<file path="config.mk">
export PLATFORM = sky130hd
export DESIGN_NAME = gpio_debug_bridge
export DESIGN_NICKNAME = d
export VERILOG_FILES = /design/src/rtl/gpio_debug_bridge.sv
export SDC_FILE = /design/constraint.sdc
export NUM_CORES = 1
export LEC_CHECK = 0
export CAP_MARGIN = 20
export CORE_MARGIN = 8
export CORE_UTILIZATION = 38
export DETAILED_ROUTE_END_ITERATION = 8
export PLACE_DENSITY = 0.74
export SLEW_MARGIN = 40
export SYNTH_ARGS = -nofsm -noshare
export SYNTH_HDL_FRONTEND = slang
export SYNTH_SLANG_ARGS = --single-unit
</file>
<file path="constraint.sdc">
create_clock -name i_clock -period 2.85 [get_ports i_clock]
set_input_delay 0.285 -clock i_clock [delete_from_list [all_inputs] [get_ports i_clock]]
set_output_delay 0.285 -clock i_clock [all_outputs]
set_load 0.005 [all_outputs]
</file>
<file path="src/rtl/gpio_debug_bridge.sv">
// GPIO command/response bridge: run/halt/step/reset control of the MIPS pipeline and
// sliced read-back of debug words, handshaked through request/acknowledge toggle bits.
module gpio_debug_bridge #(
  parameter int NB_FRAME   = 32,
  parameter int N_CHANNELS = 8,
  parameter int NB_DATA    = 32,
  parameter int NB_STEP    = 24,
  parameter int RST_CYCLES = 4
) (
  input  logic                          i_clock,
  input  logic                          i_reset,
  input  logic [NB_FRAME-1:0]           i_frame_from_blaze,
  output logic [NB_FRAME-1:0]           o_frame_to_blaze,
  input  logic [N_CHANNELS*NB_DATA-1:0] i_debug_data,
  output logic                          o_pipe_valid,
  output logic                          o_pipe_reset
);
  localparam int NB_RCNT = (RST_CYCLES > 1) ? $clog2(RST_CYCLES) : 1;
  localparam int NB_PAD  = 384;

  typedef enum logic [1:0] {IDLE = 2'd0, STEP = 2'd1, PRST = 2'd2} state_t;

  localparam logic [2:0] OP_NOP  = 3'd0;
  localparam logic [2:0] OP_PRST = 3'd1;
  localparam logic [2:0] OP_RUN  = 3'd2;
  localparam logic [2:0] OP_HALT = 3'd3;
  localparam logic [2:0] OP_STEP = 3'd4;
  localparam logic [2:0] OP_READ = 3'd5;

  state_t              state_r, state_s;
  logic [NB_FRAME-1:0] req_r, frame_r, frame_s;
  logic                valid_r, valid_s, prst_r, prst_s, run_r, run_s, tog_r, tog_s;
  logic [NB_STEP-1:0]  step_cnt_r, step_cnt_s;
  logic [NB_RCNT-1:0]  rst_cnt_r, rst_cnt_s;
  logic                new_cmd_s, chan_ok_s;
  logic [2:0]          op_s;
  logic [NB_STEP-1:0]  step_arg_s;
  logic [7:0]          chan_s;
  logic [3:0]          slice_s;
  logic [23:0]         read_data_s;

  // Stepping [28] is always 0 in an ack: every ack ends any step in progress.
  function automatic logic [NB_FRAME-1:0] resp(input logic tog, input logic err,
                                               input logic running, input logic [23:0] data);
    resp = {tog, err, running, 1'b0, 4'b0000, data};
  endfunction

  function automatic logic [23:0] read_slice(input logic [N_CHANNELS*NB_DATA-1:0] bus,
                                             input logic [7:0] chan, input logic [3:0] slice);
    logic [NB_DATA-1:0] word;
    logic [NB_PAD-1:0]  pad;
    word = {NB_DATA{1'b0}};
    for (int k = 0; k < N_CHANNELS; k++) begin
      word = (int'(chan) == k) ? bus[k*NB_DATA +: NB_DATA] : word;
    end
    pad = {NB_PAD{1'b0}};
    pad[NB_DATA-1:0] = word;
    read_slice = 24'h000000;
    for (int s = 0; s < 16; s++) begin
      read_slice = (int'(slice) == s) ? pad[s*24 +: 24] : read_slice;
    end
  endfunction

  // Command field decode; while busy, a new command is one whose toggle differs from the in-flight one.
  always_comb begin
    op_s        = req_r[30:28];
    step_arg_s  = req_r[NB_STEP-1:0];
    chan_s      = req_r[27:20];
    slice_s     = req_r[19:16];
    chan_ok_s   = (int'(chan_s) < N_CHANNELS);
    read_data_s = chan_ok_s ? read_slice(i_debug_data, chan_s, slice_s) : 24'h000000;
    if (state_r == IDLE) begin
      new_cmd_s = (req_r[31] != frame_r[31]);
    end else begin
      new_cmd_s = (req_r[31] != tog_r);
    end
  end

  // Next-state, counters and response frame.
  always_comb begin
    state_s    = state_r;
    frame_s    = frame_r;
    valid_s    = valid_r;
    prst_s     = prst_r;
    run_s      = run_r;
    tog_s      = tog_r;
    step_cnt_s = step_cnt_r;
    rst_cnt_s  = rst_cnt_r;
    case (state_r)
      IDLE: begin
        if (new_cmd_s) begin
          case (op_s)
            OP_NOP: frame_s = resp(req_r[31], 1'b0, run_r, 24'h000000);
            OP_PRST: begin
              run_s     = 1'b0;
              valid_s   = 1'b0;
              prst_s    = 1'b1;
              rst_cnt_s = NB_RCNT'(RST_CYCLES - 1);
              tog_s     = req_r[31];
              state_s   = PRST;
            end
            OP_RUN: begin
              run_s   = 1'b1;
              valid_s = 1'b1;
              frame_s = resp(req_r[31], 1'b0, 1'b1, 24'h000000);
            end
            OP_HALT: begin
              run_s   = 1'b0;
              valid_s = 1'b0;
              frame_s = resp(req_r[31], 1'b0, 1'b0, 24'h000000);
            end
            OP_STEP: begin
              run_s = 1'b0;
              if (step_arg_s == {NB_STEP{1'b0}}) begin
                valid_s = 1'b0;
                frame_s = resp(req_r[31], 1'b0, 1'b0, 24'h000000);
              end else begin
                valid_s    = 1'b1;
                step_cnt_s = step_arg_s - NB_STEP'(1);
                tog_s      = req_r[31];
                state_s    = STEP;
              end
            end
            OP_READ: frame_s = resp(req_r[31], ~chan_ok_s, run_r, read_data_s);
            default: frame_s = resp(req_r[31], 1'b1, run_r, 24'h000000);
          endcase
        end else begin
          state_s = IDLE;
        end
      end
      STEP: begin
        // HALT and PRST preempt a step; the aborted step is never acked on its own.
        if (new_cmd_s && (op_s == OP_HALT)) begin
          valid_s    = 1'b0;
          step_cnt_s = {NB_STEP{1'b0}};
          frame_s    = resp(req_r[31], 1'b0, 1'b0, 24'h000000);
          state_s    = IDLE;
        end else if (new_cmd_s && (op_s == OP_PRST)) begin
          valid_s    = 1'b0;
          step_cnt_s = {NB_STEP{1'b0}};
          prst_s     = 1'b1;
          rst_cnt_s  = NB_RCNT'(RST_CYCLES - 1);
          tog_s      = req_r[31];
          state_s    = PRST;
        end else if (step_cnt_r == {NB_STEP{1'b0}}) begin
          valid_s = 1'b0;
          frame_s = resp(tog_r, 1'b0, 1'b0, 24'h000000);
          state_s = IDLE;
        end else begin
          step_cnt_s = step_cnt_r - NB_STEP'(1);
        end
      end
      PRST: begin
        if (rst_cnt_r == {NB_RCNT{1'b0}}) begin
          prst_s  = 1'b0;
          frame_s = resp(tog_r, 1'b0, 1'b0, 24'h000000);
          state_s = IDLE;
        end else begin
          rst_cnt_s = rst_cnt_r - NB_RCNT'(1);
        end
      end
      default: begin
        state_s = IDLE;
        valid_s = 1'b0;
        prst_s  = 1'b0;
        run_s   = 1'b0;
      end
    endcase
  end

  // State and output registers.
  always_ff @(posedge i_clock or posedge i_reset) begin
    if (i_reset) begin
      state_r    <= IDLE;
      req_r      <= {NB_FRAME{1'b0}};
      frame_r    <= {NB_FRAME{1'b0}};
      valid_r    <= 1'b0;
      prst_r     <= 1'b0;
      run_r      <= 1'b0;
      tog_r      <= 1'b0;
      step_cnt_r <= {NB_STEP{1'b0}};
      rst_cnt_r  <= {NB_RCNT{1'b0}};
    end else begin
      state_r    <= state_s;
      req_r      <= i_frame_from_blaze;
      frame_r    <= frame_s;
      valid_r    <= valid_s;
      prst_r     <= prst_s;
      run_r      <= run_s;
      tog_r      <= tog_s;
      step_cnt_r <= step_cnt_s;
      rst_cnt_r  <= rst_cnt_s;
    end
  end

  assign o_frame_to_blaze = frame_r;
  assign o_pipe_valid     = valid_r;
  assign o_pipe_reset     = prst_r;

endmodule
</file>
==> metrics.log <==
INFO  metric status = finished, final reports clean
INFO  metric gr-usage-all-layers = 28.6%
INFO  metric design.core.area = 17900 µm²
INFO  metric global_route.overflow_total = 0
INFO  metric io_pins = 324
INFO  metric core.rowCount = 49
INFO  metric final.setup_skew = 0.00854 ns
INFO  metric path_clk_slew = 0.07 ns
INFO  metric die_x = 151 µm
INFO  metric count_of_warnings_emitted_by_yosys = 0
INFO  metric antenna_left = 0
INFO  metric final_core_utilization = 61.0%
INFO  metric nets = 1462
INFO  metric drv_cap = 0
INFO  metric drc_errors = 0
INFO  metric place_hpwl = 27000 µm
INFO  metric syn_area = 6910 µm²
INFO  metric synth_area_per_cell = 8.22 µm²
INFO  metric power.leakage = 4.24 nW
INFO  metric postSynthCellCount = 841
INFO  metric power_density = 489 nW/µm²
INFO  metric globalplace.congestion = 0.952
INFO  metric crit_path_start_kind = flip-flop
INFO  metric cts_tree = built
INFO  metric cp_slowest_cell = sky130_fd_sc_hd__or4b_1
INFO  metric grt_pass1_wl = 49400 µm
INFO  metric number_of_vias_per_cell_after_detailed_routing = 5.95
INFO  metric max_clock_freq = 370 MHz
INFO  metric yosysUniqueCellTypes = 72
INFO  metric met1Wirelength = 12700 µm
INFO  metric synth_seq_area_share = 32.9%
INFO  metric numClockSinks = 91
INFO  metric detailroute.via_count = 8362
INFO  metric path_class = flip-flop to flip-flop
INFO  metric worst_r2r_endpoint = o_frame_to_blaze[0]$_DFFE_PP0P_
INFO  metric die_area = 22800 µm²
INFO  metric critical_path_buf_inv_count = 1
INFO  metric final_hold_viol_count = 0
INFO  metric met3WireLength = 2620 µm
INFO  metric synthToLayoutAreaGrowth = 58.0%
INFO  metric routed_met2_length = 17400 µm
INFO  metric regToRegStartpoint = step_cnt_r[0]$_DFFE_PP0P_
INFO  metric tightest_slew = 0.667 ns
INFO  metric synth_enable_flop_cells = 0
INFO  metric finalWirelength = 33900 µm
INFO  metric worst_ep_required = 3.14 ns
INFO  metric critPathMaxFanout = 8
INFO  metric worst_path_arrival_time = 2.99 ns
INFO  metric skew_pair_late_insertion_delay = 0.35 ns
INFO  metric final-max-slew-violation-count = 0
INFO  metric detail_route.first_pass.iterations = 5
INFO  metric share_of_layout_cells_above_drive_strength_1 = 9.74%
INFO  metric endpoints_failing_setup = 0
INFO  metric timing.critical_path.cells = inv_1, ha_1, or4b_1, nor3_4, nand3_2, a2111oi_4, and4_2, a22o_1
INFO  metric grt_setup_unrepaired = no
INFO  metric buffer_ports.inserted = 318
INFO  metric antenna_found_initial = 5
INFO  metric first_global_vias = 8277
INFO  metric async_flop_share = 100%
INFO  metric mostFrequentLayoutCell = sky130_fd_sc_hd__clkdlybuf4s50_1
INFO  metric hold_path.class = input pin to asynchronous set/reset pin
INFO  metric postCtsHoldBufs = 0
INFO  metric cts_max_level = 3
INFO  metric fin_setup_tns = 0 ns
INFO  metric final_cell_mix = sky130_fd_sc_hd__clkdlybuf4s50_1, sky130_fd_sc_hd__dfrtp_1, sky130_fd_sc_hd__nor2_1
INFO  metric critical_path.endpoint_type = flip-flop
INFO  metric slew_headroom = 54.9%
INFO  metric tritoncts.num_buffers = 9
INFO  metric starting_density = 38.6%
INFO  metric synthFlopType = sky130_fd_sc_hd__dfrtp_1
INFO  metric largest_stage_delay_on_the_critical_path = 0.52 ns
INFO  metric fin_crit_sh = 94.8%
INFO  metric average_detailed_routed_wire_length_per_instance = 24.1 µm
INFO  metric worst_r2r_path_depth = 8
INFO  metric highest_layer = met4
INFO  metric irDropWorstVdd = 0.000353 V
INFO  metric grt_start_max_net_pins = 88
INFO  metric clock_tree_root_driver_cell = sky130_fd_sc_hd__clkbuf_16
INFO  metric synth.ff_latch_count = 91
INFO  metric finalCriticalPeriod = 2.70 ns
INFO  metric cts-root-to-sink-buffers = 2
INFO  metric ff2ff_setup_slack = 0.15 ns
INFO  metric initialDrtViolationCount = 678
INFO  metric die_height = 151 µm
INFO  metric crit_family = simple AND/OR/NAND/NOR gates
-- layer usage --
| layer | GRT usage [%] | vias up |
|---|---|---|
| met5 | 0 | - |
| met4 | 10.9 | 0 |
| met3 | 6.72 | 65 |
| met2 | 49.2 | 429 |
| met1 | 33.9 | 4003 |
| li1 | - | 3865 |
-- cell type report --
class	instances	area [µm²]
antenna	6	15.0
clock buffer	9	225
clock inverter	7	58.8
fill	1599	6980
inverter	27	103
multi-input combinational	657	4270
sequential	91	2290
tap	229	287
timing repair buffer	379	3680
-- sequential cells by signal (all words and copies together), names as in the netlist --
signal            count
o_frame_to_blaze     27
o_pipe_reset          1
o_pipe_valid          1
req_r                32
rst_cnt_r             2
run_r                 1
state_r               2
step_cnt_r           24
tog_r                 1
-- per-stage QoR --
stage	power (mW)	instance area (µm²)	hold WS [ns]	worst slack, ns	cells
after floorplan	3.07	6930	0.316	0.198	845
after global placement	4.03	10600	0.471	0.134	1380
after detailed placement	4.07	10600	0.476	0.0509	1380
after CTS	5.24	10900	0.325	0.0327	1396
after global routing	5.65	10900	0.336	0.00372	1403
final	5.34	10900	0.308	0.147	1405
-- cells in the mapped netlist (5+ instances only) --
cell type	count	area share, %
sky130_fd_sc_hd__a21oi_1	59	4.3
sky130_fd_sc_hd__a221oi_1	7	0.89
sky130_fd_sc_hd__a22o_1	20	2.5
sky130_fd_sc_hd__a22oi_1	5	0.54
sky130_fd_sc_hd__a31oi_1	10	0.90
sky130_fd_sc_hd__buf_4	5	0.54
sky130_fd_sc_hd__clkbuf_1	54	2.9
sky130_fd_sc_hd__dfrtp_1	91	33
sky130_fd_sc_hd__ha_1	7	1.3
sky130_fd_sc_hd__inv_1	25	1.4
sky130_fd_sc_hd__mux2_2	7	1.1
sky130_fd_sc_hd__mux2i_1	25	3.6
sky130_fd_sc_hd__nand2_1	57	3.1
sky130_fd_sc_hd__nand3_1	18	1.3
sky130_fd_sc_hd__nor2_1	82	4.5
sky130_fd_sc_hd__nor2b_1	6	0.54
sky130_fd_sc_hd__nor3_1	31	2.2
sky130_fd_sc_hd__nor4_1	16	1.4
sky130_fd_sc_hd__o2111ai_1	6	0.76
sky130_fd_sc_hd__o211ai_1	9	0.98
sky130_fd_sc_hd__o21ai_0	78	5.6
sky130_fd_sc_hd__o221ai_1	21	2.7
sky130_fd_sc_hd__o22a_1	8	1.0
sky130_fd_sc_hd__o22ai_1	32	2.9
sky130_fd_sc_hd__o2bb2ai_1	28	3.5
sky130_fd_sc_hd__o32a_1	7	1.0
sky130_fd_sc_hd__or2_2	6	0.54
sky130_fd_sc_hd__or3_1	16	1.4
sky130_fd_sc_hd__xnor2_1	11	1.4
sky130_fd_sc_hd__xor2_1	12	1.5
-- cells by family after synthesis --
logic type                 share of synthesized area, %
AOI/OAI and AO/OA                                  31.5
and+or+nand+nor                                    19.7
buffers and inverters                              5.94
DFF                                                32.9
muxes                                              5.74
xor gates and xnor gates                           2.91
adders and majority gates                          1.27
other                                            0.0542
-- tightest hold or removal path, stage by stage --
cell	delay (ns)
sky130_fd_sc_hd__clkdlybuf4s50_1	0.42
sky130_fd_sc_hd__clkinv_2	0.07
sky130_fd_sc_hd__buf_12	0.26
-- worst max-delay path by stage --
stage                                    from  slack, ns                               end  depth (start not counted)
finish              step_cnt_r[0]$_DFFE_PP0P_       0.15   o_frame_to_blaze[0]$_DFFE_PP0P_                          8
global placement    step_cnt_r[0]$_DFFE_PP0P_       0.13  o_frame_to_blaze[18]$_DFFE_PP0P_                          9
detailed placement  step_cnt_r[0]$_DFFE_PP0P_       0.05  o_frame_to_blaze[20]$_DFFE_PP0P_                          9
global route        step_cnt_r[0]$_DFFE_PP0P_      0.004   o_frame_to_blaze[0]$_DFFE_PP0P_                          9
CTS                 step_cnt_r[0]$_DFFE_PP0P_       0.03  o_frame_to_blaze[20]$_DFFE_PP0P_                          9
floorplan                             i_reset       0.20   o_frame_to_blaze[0]$_DFFE_PP0P_                          1
-- where the power goes --
| part | switching (mW) | leakage (nW) | total, mW | internal, mW |
|---|---|---|---|---|
| clock network | 0.548 | 0.139 | 1.15 | 0.607 |
| registers | 0.279 | 1.14 | 1.81 | 1.53 |
| logic | 1.17 | 2.96 | 2.38 | 1.21 |
-- timing repair --
item | 4_1_cts | 5_1_grt
buffers inserted | 0 | 3
resized for setup | 0 | 5
endpoints found under the hold margin | 0 | 0
endpoints found under the setup margin | 0 | 36
(Power assumes the default switching activity.)
